[src/rtl/frame_update_scheduler.sv]
// Per-frame update sweep scheduler: on the vertical-blank trigger it grants requesters 0..3 in turn.
// Optional per-request ack timeout is enabled by defining FRAME_SCHED_TIMEOUT_EN.
`timescale 1ns/1ps
module frame_update_scheduler #(
  parameter int unsigned ACTIVE_ROWS    = 480,
  parameter int unsigned TOTAL_ROWS     = 525,
  parameter int unsigned TIMEOUT_CYCLES = 1024
) (
  input  logic       i_Clk,
  input  logic       i_Rst_L,
  input  logic [9:0] i_Col_Count,
  input  logic [9:0] i_Row_Count,
  input  logic       i_Game_Active,
  input  logic [3:0] i_Req_Enable,
  input  logic [3:0] i_Update_Ack,
  output logic [3:0] o_Update_Req,
  output logic       o_Frame_Start,
  output logic       o_Sweep_Done,
  output logic       o_Busy,
  output logic [7:0] o_Frame_Count,
  output logic       o_Overrun,
  output logic [3:0] o_Timeout
);

  if (ACTIVE_ROWS >= TOTAL_ROWS || TOTAL_ROWS > 1024 || TIMEOUT_CYCLES == 0) begin : g_bad_params
    $error("frame_update_scheduler: invalid parameter combination");
  end

  typedef enum logic [1:0] {StIdle, StSelect, StWaitAck, StDone} state_e;

  state_e     state_q, state_d;
  logic [3:0] pending_q, pending_d;
  logic [3:0] req_q, req_d;
  logic       frame_start_q, frame_start_d;
  logic       sweep_done_q, sweep_done_d;
  logic       busy_q, busy_d;
  logic [7:0] frame_cnt_q, frame_cnt_d;
  logic       overrun_q, overrun_d;

  logic       trigger;
  logic       acked;
  logic       tmo_hit;
  logic [3:0] next_req;

  assign trigger  = (32'(i_Row_Count) == ACTIVE_ROWS) && (32'(i_Row_Count) < TOTAL_ROWS) &&
                    (i_Col_Count == 10'd0);
  // Only the bit currently requested can complete it; other ack bits are don't-care.
  assign acked    = |(i_Update_Ack & req_q);
  assign next_req = pending_q & (~pending_q + 4'd1);

`ifdef FRAME_SCHED_TIMEOUT_EN
  localparam int unsigned CntW = $clog2(TIMEOUT_CYCLES + 1);

  logic [CntW-1:0] tmo_cnt_q, tmo_cnt_d;
  logic [3:0]      timeout_q, timeout_d;

  // Counter is cleared whenever a request (re)asserts, so it measures cycles the request is high.
  assign tmo_hit   = (state_q == StWaitAck) && (tmo_cnt_q == CntW'(TIMEOUT_CYCLES - 1));
  assign tmo_cnt_d = (state_q == StWaitAck && !acked && !tmo_hit) ? tmo_cnt_q + 1'b1 : '0;
  assign timeout_d = timeout_q | ((tmo_hit && !acked) ? req_q : 4'b0000);
  assign o_Timeout = timeout_q;

  always_ff @(posedge i_Clk or negedge i_Rst_L) begin
    if (!i_Rst_L) begin
      tmo_cnt_q <= '0;
      timeout_q <= 4'b0000;
    end else begin
      tmo_cnt_q <= tmo_cnt_d;
      timeout_q <= timeout_d;
    end
  end
`else
  assign tmo_hit   = 1'b0;
  assign o_Timeout = 4'b0000;
`endif

  always_comb begin
    state_d       = state_q;
    pending_d     = pending_q;
    req_d         = req_q;
    busy_d        = busy_q;
    frame_cnt_d   = frame_cnt_q;
    overrun_d     = overrun_q;
    frame_start_d = 1'b0;
    sweep_done_d  = 1'b0;

    if (trigger) begin
      frame_start_d = 1'b1;
      frame_cnt_d   = frame_cnt_q + 8'd1;
      if (busy_q) overrun_d = 1'b1;
    end

    case (state_q)
      StIdle, StDone: begin
        state_d = StIdle;
        if (trigger && i_Game_Active) begin
          state_d   = StSelect;
          pending_d = i_Req_Enable;
          busy_d    = 1'b1;
        end
      end
      StSelect, StWaitAck: begin
        // Hand-off happens on the completing edge: old request drops, next one rises together.
        if (state_q == StSelect || acked || tmo_hit) begin
          if (next_req == 4'b0000) begin
            req_d        = 4'b0000;
            state_d      = StDone;
            sweep_done_d = 1'b1;
            busy_d       = 1'b0;
          end else begin
            req_d     = next_req;
            pending_d = pending_q & ~next_req;
            state_d   = StWaitAck;
          end
        end
      end
      default: state_d = StIdle;
    endcase
  end

  always_ff @(posedge i_Clk or negedge i_Rst_L) begin
    if (!i_Rst_L) begin
      state_q       <= StIdle;
      pending_q     <= 4'b0000;
      req_q         <= 4'b0000;
      frame_start_q <= 1'b0;
      sweep_done_q  <= 1'b0;
      busy_q        <= 1'b0;
      frame_cnt_q   <= 8'd0;
      overrun_q     <= 1'b0;
    end else begin
      state_q       <= state_d;
      pending_q     <= pending_d;
      req_q         <= req_d;
      frame_start_q <= frame_start_d;
      sweep_done_q  <= sweep_done_d;
      busy_q        <= busy_d;
      frame_cnt_q   <= frame_cnt_d;
      overrun_q     <= overrun_d;
    end
  end

  assign o_Update_Req  = req_q;
  assign o_Frame_Start = frame_start_q;
  assign o_Sweep_Done  = sweep_done_q;
  assign o_Busy        = busy_q;
  assign o_Frame_Count = frame_cnt_q;
  assign o_Overrun     = overrun_q;

endmodule

[config.mk]
export PLATFORM = sky130hd
export DESIGN_NAME = frame_update_scheduler
export DESIGN_NICKNAME = d
export VERILOG_FILES = /design/src/rtl/frame_update_scheduler.sv
export SDC_FILE = /design/constraint.sdc
export NUM_CORES = 1
export LEC_CHECK = 0
export CAP_MARGIN = 5
export CORE_MARGIN = 2
export CORE_UTILIZATION = 36
export CTS_CLUSTER_DIAMETER = 200
export DETAILED_ROUTE_END_ITERATION = 8
export PLACE_DENSITY_LB_ADDON = 0.3
export SYNTH_ARGS = -nofsm -noshare
export SYNTH_HDL_FRONTEND = slang
export SYNTH_SLANG_ARGS = --single-unit
[constraint.sdc]
create_clock -name i_Clk -period 1.7 [get_ports i_Clk]
set_clock_uncertainty 0.1 [all_clocks]
set_input_delay 0.425 -clock i_Clk [delete_from_list [all_inputs] [get_ports i_Clk]]
set_output_delay 0.425 -clock i_Clk [all_outputs]
set_load 0.005 [all_outputs]
Yosys cells after proc, flatten, opt, wreduce, memory -nomap -nowiden
Index checks and enable logic that the tools add are counted.
Storage, ports and cells
  word-level logic and storage cells: 55
  input bits: 31
  flip-flop bits (word level): 22
  output and inout port bits: 20
Operators by class
  $lt $le $gt $ge: 1
  reduce and logical (&&, ||, !) cells: 14
  equal/unequal tests: 8
  multiplexer cells: 17
  bitwise operators: 5
  add/sub/neg operators: 2
Operators by type and width (count)
  4-bit two-way mux: 4
  4-bit AND: 3
  10-bit by 9-bit equality test with 1-bit output, second input constant: 1
  10-bit logical NOT: 1
  10-bit < comparator, second input constant: 1
  1-bit two-way mux: 9
  8-bit by 1-bit adder with 8-bit output, second input constant: 1
  2-bit inequality test, second input constant: 4
  4-bit inverter: 2
  4-bit case mux with 2 select lines: 1
  3-bit AND reduction: 2
  4-bit by 1-bit adder with 4-bit output, second input constant: 1
  2-bit equality test, second input constant: 2
  4-bit logical NOT: 1
  2-bit case mux with 2 select lines: 1
  2-bit AND reduction: 2
  2-bit OR reduction: 2
  4-bit OR reduction: 1
  1-bit logical AND: 3
  2-bit by 1-bit equality test with 1-bit output, second input constant: 1
  2-bit logical NOT: 1
  2-bit two-way mux: 1
  1-bit case mux with 2 select lines: 1
  1-bit logical OR: 1

Longest topological paths before layout
Gate-level depths: netlist (run 1).
  word-level depth: 8
  depth in mapped cells: 7

Worst setup path after synthesis (run 1)
Ideal clock, no wire load.
  path type: reg2reg
  from: reg state_q[0]
  to: reg pending_q[2]
  data arrival time: 1.526 ns
  data required time: 1.479 ns
  clock period less this slack: 1.747 ns
  cell stages (with the launch flop): 7
  path slack: -0.047 ns
  cells stage by stage: dfrtp_1 ha_1 clkbuf_1 nand2_1 nor3_4 o22ai_1 a22o_1
Between the ends
  longest elaborated chain between the ends: 4
  elaborated cells on any way between the ends: 12
  those cells by class: 6 x eq/ne; 1 x mux; 5 x reduce/logical
Ends and longest elaborated chain
  start: declaration: RTL line 31  | state_e state_q, state_d;
  start signal: assignment: RTL line 123  | state_q <= StIdle;
  start signal: assignment: RTL line 132  | state_q <= state_d;
  2-bit by 1-bit equality test with 1-bit output (tied with other cells): RTL line 93, 104
  2-bit OR reduction or 1-bit logical OR (tied branches): RTL line 93, 104
  2-bit inequality test (no line)
  3-bit AND reduction (no line)
  end signal: assignment: RTL line 133  | pending_q <= pending_d;
  end: declaration: RTL line 32  | logic [3:0] pending_q, pending_d;
Parallel ways exist; a longest one is shown, timed or not.
A chain may end at the register's enable or synchronous reset.

Worst setup path after layout (run 1)
  from: reg frame_start_q (netlist: o_Frame_Start)
  to: out o_Frame_Start
RTL lines
  start: declaration: RTL line 34  | logic frame_start_q, frame_start_d;
  start signal: assignment: RTL line 135  | frame_start_q <= frame_start_d;
  end: declaration: RTL line 17  | output logic o_Frame_Start,
No word-level cell between the ends.

==> results of run 1 <==
[stage by stage]
step                      TNS (ns)  util [%]
after CTS                        0      63.5
after detailed placement     -7.00      58.1
final                            0      66.6
after global placement       -6.54      58.1
after global routing      -0.00730      66.6
after floorplan            -0.0221         -
[worst min-delay path by stage]
stage	endpoint	start	slack, ns	cells after the start
after floorplan	o_Busy	i_Rst_L	0.03	0
after global placement	o_Overrun	o_Overrun	0.34	1
after detailed placement	o_Overrun	o_Overrun	0.35	1
after CTS	pending_q[0]	i_Rst_L	0.36	2
after global routing	pending_q[1]	i_Rst_L	0.36	2
final	pending_q[1]	i_Rst_L	0.35	2
[per-layer routing]
metal	vias to the layer above	routed length, um
met2	37	1370
met3	2	143
li1	491	-
met1	467	1060
met5	-	0
met4	0	34
[timing repair]
action,CTS,global route
buffers inserted,15,5
pin swaps,9,12
resized for setup,28,27
setup endpoints to repair,28,13
[state kept, by name, indices dropped and copies added (netlist names)]
name           cells
o_Busy             1
o_Update_Req       4
o_Sweep_Done       1
pending_q          4
o_Frame_Start      1
o_Frame_Count      8
state_q            2
o_Overrun          1
[kinds of logic after synthesis]
logic type / synth area share [%]
other cells: 0.359
xor+xnor: 5.87
simple gates: 22.4
compound gates: 9.82
flops: 52.7
mux: 2.16
buf+inv: 4.31
fa+ha+maj: 2.39
[power breakdown]
group	switching [W]	internal, W	total [W]
clock	0.000157	0.000130	0.000287
sequential	0.00000283	0.000531	0.000534
combinational	0.0000510	0.0000839	0.000135
total	0.000211	0.000745	0.000956
[placed cells by master (no fill, tap or decap), types with 2 or more instances in the layout]
cell / Yosys / routed
buf_4: 4 / 27
dfrtp_1: 22 / 22
clkdlybuf4s50_1: 0 / 14
nand2_1: 14 / 13
dlygate4sd2_1: 0 / 12
dlymetal6s2s_1: 0 / 10
clkdlybuf4s15_1: 0 / 7
nand3_1: 6 / 6
xnor2_1: 5 / 5
nor2_1: 5 / 4
conb_1: 1 / 4
o21ai_0: 3 / 3
a22o_1: 3 / 3
clkbuf_4: 0 / 3
clkbuf_2: 0 / 3
nor4b_2: 1 / 2
nand2b_1: 2 / 2
inv_1: 3 / 2
nor3_4: 1 / 2
o22ai_1: 3 / 2
xor2_1: 2 / 2
nand4_1: 2 / 2
[worst register-to-register path, cell delays in order, from the launching register on]
cell	delay (ns)
dfrtp_1	0.41
inv_2	0.07
ha_4	0.21
buf_4	0.14
a31oi_1	0.14
buf_4	0.17
o22ai_1	0.09
a22o_1	0.22
[final cells by class]
| type | count | area [um2] |
|---|---|---|
| clock buffers | 4 | 36.3 |
| fillers | 226 | 921 |
| well taps | 31 | 38.8 |
| multi-input cells | 70 | 531 |
| flip-flops and latches | 22 | 551 |
| repair buffers | 74 | 669 |
| inverters | 3 | 11.3 |
==> flow_metrics.env, run 1 <==
export IMPL_status="completed"
export IMPL_dpl_hpwl_mm=1.85
export IMPL_synth_most_common_cell="dfrtp_1"
export IMPL_grt_overflow=0
export IMPL_holdCritPathClass="in -> async"
export IMPL_die_area_mm2=0.00335
export IMPL_r2r_start="state_q[1]"
export IMPL_gp_congestion=0.752
export IMPL_start_kind="flop"
export IMPL_cts_buffers=3
export IMPL_ctsHtreeMaxLevel=1
export IMPL_port_buffers=46
export IMPL_startpoint="o_Frame_Start"
export IMPL_rrSetupSlack_ns=0.06
export IMPL_critPathMaxStageDelay_ns=0.49
export IMPL_whs_ns=0.353
export IMPL_drtIter0Drc=26
export IMPL_grt_pass1_vias=943
export IMPL_path_depth=1
export IMPL_clock_fmax_mhz=607
export IMPL_placedCellCount=180
export IMPL_routedWlPerCell_um=12.8
export IMPL_cp_num_buf_inv=1
export IMPL_ir_drop_v=0.000402
export IMPL_setup_ws_ns=0.0531
export IMPL_clk_pin_slew_ns=0.13
export IMPL_power_per_cell_area_mw_per_mm2=520
export IMPL_ys_top_cells_by_area="dfrtp_1, nand2_1, xnor2_1"
export IMPL_use_met1_pct=21.3
export IMPL_die_x_um=57.9
export IMPL_cts_tree="yes"
export IMPL_min_period_over_period_pct=96.9
export IMPL_fin_cells=204
export IMPL_n_antenna_cell=0
export IMPL_cp_cell_sequence="clkdlybuf4s50_1"
export IMPL_stdcell_area_mm2=0.00184
export IMPL_synth_edf_count=0
export IMPL_drt_pre_antenna_iters=4
export IMPL_yosysWarnings=0
export IMPL_cts_sinks=22
export IMPL_cp_endpoint="o_Frame_Start"
export IMPL_drive_above_1_share_pct=28.3
export IMPL_critical_path_arrival_ns=1.12
export IMPL_postRouteAntennaNets=0
export IMPL_fin_total_pwr_w=0.000956
export IMPL_busiest_layer="met2"
export IMPL_critPathRequiredTime_ns=1.17
export IMPL_die_y_um=57.9
export IMPL_drc=0
export IMPL_ys_seq_elements=22
export IMPL_ys_types=35
export IMPL_synth_area_mm2=0.00104
export IMPL_worstPathMaxFanout=1
export IMPL_core_area_mm2=0.00276
export IMPL_antenna_found_initial=0
export IMPL_syn_area_per_cell_um2=10.8
export IMPL_end_kind="primary output"
export IMPL_p_leak_nw=1.07
export IMPL_cp_top_family="buffers and inverters"
export IMPL_synthTopCellsByCount="dfrtp_1, nand2_1, nand3_1"
export IMPL_async_flop_share_pct=100
export IMPL_ctsLongestPathBuffers=2
export IMPL_insertion_delay_ns=0.30
export IMPL_ios=51
export IMPL_rr_worst_depth=7
export IMPL_nets=207
export IMPL_grt_max_degree=23
export IMPL_met2_usage_pct=27.1
export IMPL_synthCells=97
export IMPL_fin_crit_ns=1.65
export IMPL_synth_top_area_share_pct=52.7
export IMPL_via_per_inst=4.89
export IMPL_slew_violations=0
export IMPL_area_delta_synth_final_pct=75.8
export IMPL_setup_viol=0
export IMPL_rows=19
export IMPL_holdBufCountCts=0
export IMPL_synth_area_leader_cell="dfrtp_1"
export IMPL_drt_wl_total_mm=2.61
export IMPL_critical_path_class="reg -> out"
export IMPL_grtUsageMet3_pct=2.46
export IMPL_grt_use_total_pct=16.2
export IMPL_grt_pass1_wl_mm=4.20
export IMPL_postPlaceCellArea_mm2=0.00160
export IMPL_rsz0062_at_grt="true"
export IMPL_hold_violations=0
export IMPL_synth_ff_type="dfrtp_1"
export IMPL_vias=997
export IMPL_cts_root_buf="clkbuf_4"
export IMPL_start_util_pct=37.9
export IMPL_synth_seq_area_share_pct=52.7
export IMPL_r2r_end="pending_q[1]"
export IMPL_place_ws_ns=-0.526
export IMPL_crit_slowest_cell="clkdlybuf4s50_1"
export IMPL_drv_cap=0
(Power assumes the default switching activity.)
==> run 2, diff against run 1 <==
- CORE_UTILIZATION: 36 -> 42
- TNS_END_PERCENT: default -> 1
- clock period: 1.7 -> 2.03 ns (I/O delays scaled with it)
==> flow_metrics.env, run 2 (synthesis results as in run 1) <==
export IMPL_dpl_hpwl_mm=1.85
export IMPL_port_buffers=46
export IMPL_violations="negative setup slack"
export IMPL_drt_wl_total_mm=2.40
export IMPL_grtUsageMet3_pct=4.17
export IMPL_ctsLongestPathBuffers=2
export IMPL_place_ws_ns=-0.322
export IMPL_start_util_pct=43.4
export IMPL_die_y_um=53.9
export IMPL_via_per_inst=5.10
export IMPL_grt_use_total_pct=17.7
export IMPL_drt_pre_antenna_iters=4
export IMPL_cp_top_family="simple AND/OR/NAND/NOR gates"
export IMPL_min_period_over_period_pct=101
export IMPL_cts_sinks=22
export IMPL_ir_drop_v=0.000274
export IMPL_cts_root_buf="clkbuf_4"
export IMPL_start_kind="input pin"
export IMPL_postRouteAntennaNets=0
export IMPL_holdCritPathClass="reg -> reg"
export IMPL_setup_viol=1
export IMPL_holdBufCountCts=0
export IMPL_cts_tree="yes"
export IMPL_rrSetupSlack_ns=0.18
export IMPL_n_antenna_cell=0
export IMPL_grt_max_degree=23
export IMPL_vias=923
export IMPL_grt_pass1_vias=903
export IMPL_cts_buffers=3
export IMPL_clk_pin_slew_ns=0.12
export IMPL_setup_ws_ns=-0.0214
export IMPL_grt_overflow=0
export IMPL_slew_violations=0
export IMPL_core_area_mm2=0.00241
export IMPL_met2_usage_pct=30.7
export IMPL_ios=51
export IMPL_rr_worst_depth=6
export IMPL_use_met1_pct=20.1
export IMPL_drv_cap=0
export IMPL_cp_num_buf_inv=2
export IMPL_critPathRequiredTime_ns=2.13
export IMPL_critPathMaxStageDelay_ns=0.39
export IMPL_gp_congestion=0.748
export IMPL_worstPathMaxFanout=7
export IMPL_cp_cell_sequence="clkdlybuf4s50_1 -> nor4_1 -> nand3_1 -> buf_6 -> nor3_4 -> o22ai_1 -> a22o_1"
export IMPL_nets=186
export IMPL_cp_endpoint="pending_q[2]"
export IMPL_p_leak_nw=0.792
export IMPL_r2r_end="pending_q[2]"
export IMPL_clock_fmax_mhz=487
export IMPL_drc=0
export IMPL_path_depth=7
export IMPL_layout_commonest_cell="clkdlybuf4s50_1"
export IMPL_grt_pass1_wl_mm=3.66
export IMPL_drtIter0Drc=2
export IMPL_r2r_start="state_q[1]"
export IMPL_crit_slowest_cell="clkdlybuf4s50_1"
export IMPL_end_kind="flop"
export IMPL_busiest_layer="met2"
export IMPL_rows=18
export IMPL_fin_crit_ns=2.05
export IMPL_layout_common_cells="clkdlybuf4s50_1, dfrtp_1, nand2_1"
export IMPL_largest_reg_flops=8
export IMPL_die_x_um=53.9
export IMPL_routedWlPerCell_um=13.3
export IMPL_antenna_found_initial=0
export IMPL_hold_violations=0
export IMPL_critical_path_class="in -> reg"
export IMPL_die_area_mm2=0.00290
export IMPL_ctsHtreeMaxLevel=1
export IMPL_drive_above_1_share_pct=12.6
export IMPL_power_per_cell_area_mw_per_mm2=460
export IMPL_status="finished, violations left"
export IMPL_critical_path_arrival_ns=2.15
export IMPL_insertion_delay_ns=0.30
export IMPL_startpoint="i_Col_Count[0]"
export IMPL_final_core_util_pct=67.8
export IMPL_area_delta_synth_final_pct=56.4
## run 2: cell types whose count changed in the layout (fill, tap and decap cells not counted), moves of 3 or more
| cell | delta |
|---|---|
| dlymetal6s2s_1 | -3 |
| clkdlybuf4s15_1 | -7 |
| dlygate4sd2_1 | -12 |
| buf_4 | -21 |
| clkbuf_2 | -3 |
| clkdlybuf4s50_1 | +25 |
## run 2: per-layer routing
| layer | wire length, um | share of wire (%) |
|---|---|---|
| met1 | 964 | 40 |
| met2 | 1260 | 52 |
| met3 | 157 | 6.5 |
| met4 | 27 | 1.1 |
| met5 | 0 | 0 |
## run 2: power by group
part	switching, W	total, W	internal [W]	leakage (nW)
clock	0.000127	0.000196	0.0000691	0.0138
combinational	0.0000350	0.000107	0.0000717	0.472
sequential	0.00000438	0.000449	0.000445	0.306
total	0.000166	0.000751	0.000585	0.792
## run 2: worst min-delay path by stage
stage / from / depth (start not counted) / endpoint
2_1_floorplan: i_Rst_L / 0 / o_Busy
6_report: o_Overrun / 1 / o_Overrun
3_5_place_dp: o_Overrun / 1 / o_Overrun
3_3_place_gp: o_Overrun / 1 / o_Overrun
4_1_cts: o_Overrun / 1 / o_Overrun
5_1_grt: o_Overrun / 1 / o_Overrun
## run 2: metrics by stage
| stage | cell area, um2 | TNS, ns | power [W] | std cells | hold WS [ns] |
|---|---|---|---|---|---|
| final | 1630 | -0.0214 | 0.000751 | 181 | 0.373 |
| after global routing | 1630 | -0.315 | 0.000784 | 181 | 0.390 |
| after CTS | 1580 | 0 | 0.000758 | 179 | 0.377 |
| after detailed placement | 1560 | -3.43 | 0.000567 | 176 | 0.350 |
| after global placement | 1560 | -3.09 | 0.000564 | 176 | 0.342 |
| after floorplan | 1060 | 0 | 0.000486 | 100 | 0.112 |
## run 2: area by class of cell
cell class	instances	area (um2)
fill	199	776
sequential	22	551
timing repair buffer	53	534
multi-input combinational	70	478
tap	30	37.5
clock buffer	3	22.5
inverter	3	11.3
## run 2: timing repair
item / CTS / global route
pin swaps: 1 / 11
buffers inserted: 0 / 2
cloned: 0 / 0
endpoints found under the setup margin: 1 / 12
resized for setup: 0 / 11
==> run 3, diff against run 2 <==
- CTS_CLUSTER_DIAMETER: 200 -> default
==> results of run 3 <==
The final DEF is identical to that of run 2; final timing and power are the same.
